<file path="src/rtl/seg_scan_6.sv">
// Six-digit multiplexed seven-segment scan driver with tear-free double buffering,
// inter-digit blanking and optional leading-zero suppression.
module seg_scan_6 #(
    parameter int SCAN_DIV  = 50_000,
    parameter int BLANK_CYC = 500
) (
    input  logic        clk50m,
    input  logic        rst_n,
    input  logic        en,
    input  logic        load,
    input  logic [23:0] bcd,
    input  logic [5:0]  dp_in,
    input  logic        lz_blank,
    output logic [6:0]  seg,
    output logic        dp,
    output logic [5:0]  dig,
    output logic        pending,
    output logic        frame_start
);

    localparam int CW = (SCAN_DIV > 1) ? $clog2(SCAN_DIV) : 1;

    typedef enum logic {BLANK, ON} state_t;

    state_t      state_q, state_d;
    logic [CW-1:0] cnt_q, cnt_d;
    logic [2:0]  idx_q, idx_d;
    logic [29:0] staging_q, staging_d;
    logic [29:0] display_q, display_d;
    logic        pending_q, pending_d;
    logic [6:0]  seg_q, seg_d;
    logic        dp_q, dp_d;
    logic [5:0]  dig_q, dig_d;
    logic        fs_q, fs_d;

    logic        lit;
    logic [3:0]  curDigit;
    logic        curDp;
    logic        curSupp;
    logic [5:0]  supp;
    logic        allZero;

    function automatic logic [6:0] decode(input logic [3:0] v);
        case (v)
            4'h0:    decode = 7'h3F;
            4'h1:    decode = 7'h06;
            4'h2:    decode = 7'h5B;
            4'h3:    decode = 7'h4F;
            4'h4:    decode = 7'h66;
            4'h5:    decode = 7'h6D;
            4'h6:    decode = 7'h7D;
            4'h7:    decode = 7'h07;
            4'h8:    decode = 7'h7F;
            4'h9:    decode = 7'h6F;
            4'hA:    decode = 7'h40;
            default: decode = 7'h00;
        endcase
    endfunction

    // Slot sequencing, staging and frame transfer; outputs are derived from the
    // next display value so a transfer is visible on the very edge it happens.
    always_comb begin
        state_d   = state_q;
        cnt_d     = cnt_q;
        idx_d     = idx_q;
        staging_d = staging_q;
        display_d = display_q;
        pending_d = pending_q;
        lit       = 1'b0;
        fs_d      = 1'b0;

        if (load) begin
            staging_d = {dp_in, bcd};
            pending_d = 1'b1;
        end

        if (en) begin
            case (state_q)
                BLANK: begin
                    cnt_d = cnt_q + CW'(1);
                    if (cnt_q == CW'(BLANK_CYC - 1)) begin
                        state_d = ON;
                        lit     = 1'b1;
                        if (idx_q == 3'd0) begin
                            fs_d = 1'b1;
                            if (load) begin
                                display_d = {dp_in, bcd};
                                pending_d = 1'b0;
                            end else if (pending_q) begin
                                display_d = staging_q;
                                pending_d = 1'b0;
                            end
                        end
                    end
                end
                ON: begin
                    if (cnt_q == CW'(SCAN_DIV - 1)) begin
                        state_d = BLANK;
                        cnt_d   = '0;
                        idx_d   = (idx_q == 3'd5) ? 3'd0 : idx_q + 3'd1;
                    end else begin
                        cnt_d = cnt_q + CW'(1);
                        lit   = 1'b1;
                    end
                end
                default: state_d = BLANK;
            endcase
        end
    end

    // Digit k is suppressed when it and every more significant digit are zero.
    always_comb begin
        supp    = '0;
        allZero = 1'b1;
        for (int k = 5; k >= 1; k--) begin
            allZero = allZero & (display_d[4*k +: 4] == 4'd0);
            supp[k] = allZero;
        end
    end

    always_comb begin
        curDigit = 4'd0;
        curDp    = 1'b0;
        curSupp  = 1'b0;
        for (int k = 0; k < 6; k++) begin
            if (idx_q == 3'(k)) begin
                curDigit = display_d[4*k +: 4];
                curDp    = display_d[24 + k];
                curSupp  = supp[k];
            end
        end
    end

    always_comb begin
        seg_d = 7'h00;
        dp_d  = 1'b0;
        dig_d = 6'h3F;
        if (lit) begin
            seg_d = (lz_blank && curSupp) ? 7'h00 : decode(curDigit);
            dp_d  = curDp;
            dig_d = ~(6'b1 << idx_q);
        end
    end

    always_ff @(posedge clk50m or negedge rst_n) begin
        if (!rst_n) begin
            state_q   <= BLANK;
            cnt_q     <= '0;
            idx_q     <= 3'd0;
            staging_q <= '0;
            display_q <= '0;
            pending_q <= 1'b0;
            seg_q     <= 7'h00;
            dp_q      <= 1'b0;
            dig_q     <= 6'h3F;
            fs_q      <= 1'b0;
        end else begin
            state_q   <= state_d;
            cnt_q     <= cnt_d;
            idx_q     <= idx_d;
            staging_q <= staging_d;
            display_q <= display_d;
            pending_q <= pending_d;
            seg_q     <= seg_d;
            dp_q      <= dp_d;
            dig_q     <= dig_d;
            fs_q      <= fs_d;
        end
    end

    assign seg         = seg_q;
    assign dp          = dp_q;
    assign dig         = dig_q;
    assign pending     = pending_q;
    assign frame_start = fs_q;

endmodule

</file>
<file path="config.mk">
export PLATFORM = sky130hd
export DESIGN_NAME = seg_scan_6
export DESIGN_NICKNAME = d
export VERILOG_FILES = /design/src/rtl/seg_scan_6.sv
export SDC_FILE = /design/constraint.sdc
export NUM_CORES = 1
export LEC_CHECK = 0
export BUFFER_PORTS_ARGS = -buffer_cell sky130_fd_sc_hd__clkbuf_2
export CORE_MARGIN = 8
export CORE_UTILIZATION = 45
export DETAILED_ROUTE_END_ITERATION = 16
export GPL_TIMING_DRIVEN = 0
export PLACE_DENSITY = 0.68
export RECOVER_POWER = 50
export SYNTH_ARGS = -nofsm -noshare
export SYNTH_HDL_FRONTEND = slang
export SYNTH_SLANG_ARGS = --single-unit
</file>
<file path="constraint.sdc">
create_clock -name clk50m -period 5.79 [get_ports clk50m]
set_clock_uncertainty 0.05 [all_clocks]
set_input_delay 0.2895 -clock clk50m [delete_from_list [all_inputs] [get_ports clk50m]]
set_output_delay 0.2895 -clock clk50m [all_outputs]
set_load 0.01 [all_outputs]
</file>
==> results by stage <==
Synthesis:
- The mapped netlist covers 4560 um2.
- The post-synth net total is roughly 460.
- The average cell area after synthesis is approximately 11 um2.
- The library cell with the highest instance count after synthesis is sky130_fd_sc_hd__dfrtp_1.
- The most common flop cell mapped by yosys is sky130_fd_sc_hd__dfrtp_1.
- The synthesized flop and latch total is between 90 and 100.
- The cell count after synthesis came out at 417.
- The fraction of synthesized cell area taken by the top area cell type is between 40% and 50%.
- The cell accounting for the most synthesized area is sky130_fd_sc_hd__dfrtp_1.
- Counting instances in the post-synthesis netlist gives the leading cell types as sky130_fd_sc_hd__dfrtp_1, sky130_fd_sc_hd__nand2_1, sky130_fd_sc_hd__mux2_2.
- During synthesis, Yosys emitted a total of 0 warnings.
- The share of synthesized flip-flops with an asynchronous set or reset is 100%.
- The synthesized design contains 0 enable-type register cells.
- Sorting the synthesized cells by area gives the leading types as sky130_fd_sc_hd__dfrtp_1, sky130_fd_sc_hd__mux2_2, sky130_fd_sc_hd__nand2_1.
- Sequential cells were found to cover between 50% and 60% of the synthesized design area.
- After synthesis, the netlist uses 61 different library cells.

Pwr:
- Per report_power, the sequential group accounts for 55.8% of the total.
- The combinational share of power is 13.4%.
- The total power divided by cell area is 261 nW/um2.
- The leakage power of the design is roughly 2.4 nW.
- The peak ir drop on the vdd network is 0.167 mV.
- The internal portion of the total power is 0.975 mW.
- The total net switching power is 0.382 mW.
- In this run switching power makes up 28.1% of total power.
- The clock share of power is 30.8%.

Floorplanning:
- The height of the die is 117 um.
- Once the floorplan was initialized, standard cells occupied 46.5% of the core.
- The core region area is 9820 um2.
- For this design the top-level I/O count stands at 51.
- The die covers 13600 um2.
- The horizontal die dimension is 117 um.
- The floorplan has 36 rows.

Critical path:
- The cell repeated most along the worst path is sky130_fd_sc_hd__ha_1.
- The critical path endpoint category is a flip-flop.
- The highest net fanout along the worst path is 10.
- The critical path's slowest cell is sky130_fd_sc_hd__or4b_1.
- The data arrival at the endpoint of the critical path is 4740 ps.
- The element type at the critical path start is a flip-flop.
- Traced cell by cell, the critical path runs through ha_1 -> or4b_1 -> or2_1 -> buf_6 -> nor3_4 -> buf_4 -> buf_2 -> mux2i_1 -> o21ai_0 -> a22oi_1 -> ha_1 -> inv_1 -> or3_1 -> a31oi_1.
- The type of the worst setup path is flip-flop to flip-flop.
- STA puts the critical path data required time at 6030 ps.
- The largest single stage delay on the critical path is 510 ps.

Clock network:
- Clock-pin slew was measured on the worst setup and hold paths at 90 ps.
- Buffers inserted to repair hold after CTS numbered 1.
- The number of setup buffers added after CTS is 0.
- The tree is rooted in a sky130_fd_sc_hd__clkbuf_8.
- In this run the number of H-tree levels came out at 3.
- The clock sink count is 96.
- The number of gates resized after cts is 0.
- The total clock buffers created by CTS is 9.
- The latest clock arrival within the worst-skew pair is 370 ps.
- The clock tree from TritonCTS is built.
- No sink is reached through more buffers than the 2 on the longest clock path.

STA:
- The actual slew at the worst max-slew pin is about 2600 ps.
- The worst pin sits at a relative slew slack of -73.0%.
- Setup repair after global routing left no endpoint under its margin.
- The final setup violation count is 0.
- The final count of hold timing violations came to 0.
- The post-route setup TNS is 0 ps.
- Of the available clock period, the critical path in the final layout requires 77.7%.
- The worst path needs 4500 ps of the cycle, external delays included.
- Static timing analysis puts the maximum clock frequency at 222 MHz.
- The total count of max-transition violations in the final report was 48.

Routing:
- For this block, the via count after detailed routing is 3339.
- For this block, the initial DRC count from the detailed router was ~150.
- The per-cell via count in the routed design is about 5.4.
- In the final routed layout, each cell accounts on average for 16.8 um.
- After detailed routing, the total wire length is about 10000 um.
- The residual antenna-violating net count after detailed routing is 0.
- The count of unresolved DRC violations after routing is 0.
- The number of optimization iterations in the first detailed-route pass is 4.

Finish:
- The post-synthesis to final-layout area growth is 13.8%.
- The share of cells above drive strength 1 is 21.4%.
- The repair_antennas step left the layout with diodes totalling 0.
- For this run, the number of standard cells in the final layout without fillers is 618.
- The layout net count is 522.

Outcome:
- The flow ran to the end, but the final reports show violations.
- The checks that failed: capacitance limit, slew limit.

Place:
- Counting tap cells, the placed design contains a total of roughly 600 instances.
- The final weighted congestion in routability-driven placement is 0.874.
- The count of input and output buffers is 50.
- The detailed placement HPWL is about 7900 um.

GRT:
- The overall routing resource usage is 16.2%.
- The number of antenna violations at the first check in global routing is 0.
- The first global-routing pass estimated 17100 um of wire.
- The maximum number of pins on one net before global-route repair is 50.
- The via count of the first global-routing pass is 3464.
- For this run the aggregate overflow at the end of global routing stands at 0.

Min path:
- The tightest min-delay check is of the input pin to flip-flop type.

Flow run:
- The reported max-cap violation count is 1.
[per-layer routing]
layer  wire [um]  vias up  track usage (%)
met3         682       16             5.17
met1        4640     1638             20.0
li1            -     1602                -
met2        4910       83             26.5
met4         170        0             4.78
met5           0        -                0
[metrics by stage]
stage	hold slack (ps)	util [%]	cell area [um2]	power, mW	worst slack [ps]
final	91.6	52.9	5190	1.36	1290
after global routing	78.2	52.9	5190	1.43	964
after CTS	82.0	53.1	5210	1.37	1280
after detailed placement	352	51.0	5010	0.956	1300
after global placement	405	50.7	4980	0.943	1370
after floorplan	-56.1	-	4560	0.882	2110
[registers in the layout (all words and copies together) (netlist names)]
name / cells
frame_start: 1
dig: 6
staging_q: 30
display_q: 30
idx_q: 3
seg: 7
dp: 1
pending: 1
state_q: 1
cnt_q: 16
[cells by family (layout without fill, tap and decap cells)]
kind of cell,count (synthesis),after routing,share of synthesized area (%)
buffers and inverters,39,107,3.51
xor gates and xnor gates,14,14,2.69
AOI/OAI and AO/OA,62,62,10.0
and+or+nand+nor,147,147,16.0
muxes,52,52,13.0
adders and majority gates,7,7,1.92
DFF,96,96,52.8
[critical path, delay by kind of cell, from the launching register on]
kind                     cells  cell delay (ps)
buffers and inverters        4              740
flip-flops                   1              390
multiplexers                 1              320
adder cells (fa/ha/maj)      2              480
AO/OA/AOI/OAI                3              810
AND/OR/NAND/NOR              4             1620
[final cells by class]
cell class,count,area (um2)
repair buffers,52,274
plain buffers,18,81.3
clock inverters,6,52.6
well taps,133,166
multi-input cells,282,1990
fillers,929,4630
flip-flops and latches,96,2410
clock buffers,10,138
inverters,21,78.8
[cell usage in the layout, fill, tap and decap left out, types with 6 or more instances in the layout]
cell                       netlist  final
sky130_fd_sc_hd__a21oi_1         9      9
sky130_fd_sc_hd__and3_1          8      8
sky130_fd_sc_hd__clkbuf_1       12     24
sky130_fd_sc_hd__clkbuf_2        0     39
sky130_fd_sc_hd__clkbuf_8        0     10
sky130_fd_sc_hd__dfrtp_1        90     90
sky130_fd_sc_hd__dfstp_2         6      6
sky130_fd_sc_hd__ha_1            7      7
sky130_fd_sc_hd__inv_1          20     20
sky130_fd_sc_hd__mux2_1          0      9
sky130_fd_sc_hd__mux2_2         38     29
sky130_fd_sc_hd__mux2i_1        12     12
sky130_fd_sc_hd__nand2_1        51     51
sky130_fd_sc_hd__nand3_1        13     13
sky130_fd_sc_hd__nand4_1         9      9
sky130_fd_sc_hd__nor2_1         27     27
sky130_fd_sc_hd__nor3_1          7      7
sky130_fd_sc_hd__nor4_1          7      7
sky130_fd_sc_hd__o21ai_0        12     12
sky130_fd_sc_hd__xnor2_1         9      9
[path summary, 6_finish.rpt]
path	startpoint	end	slack, ps	cells past startpoint
max reg2reg	cnt_q[0]	seg[4]	1290	14
max in group asynchronous	rst_n	cnt_q[4]	2990	2
min reg2reg	display_q[25]	display_q[25]	430	2
min in group asynchronous	rst_n	staging_q[26]	1210	2
min	dp_in[3]	staging_q[27]	90	2
max	cnt_q[0]	seg[4]	1290	14
[power by group through the flow]
stage / registers [mW] / clock network (mW) / logic [mW]
after global placement: 0.768 / 0 / 0.175
after CTS: 0.757 / 0.431 / 0.187
after floorplan: 0.761 / 0 / 0.121
final: 0.756 / 0.418 / 0.182
after detailed placement: 0.770 / 0 / 0.185
after global routing: 0.763 / 0.455 / 0.207
Power figures use the tool's default switching activity.
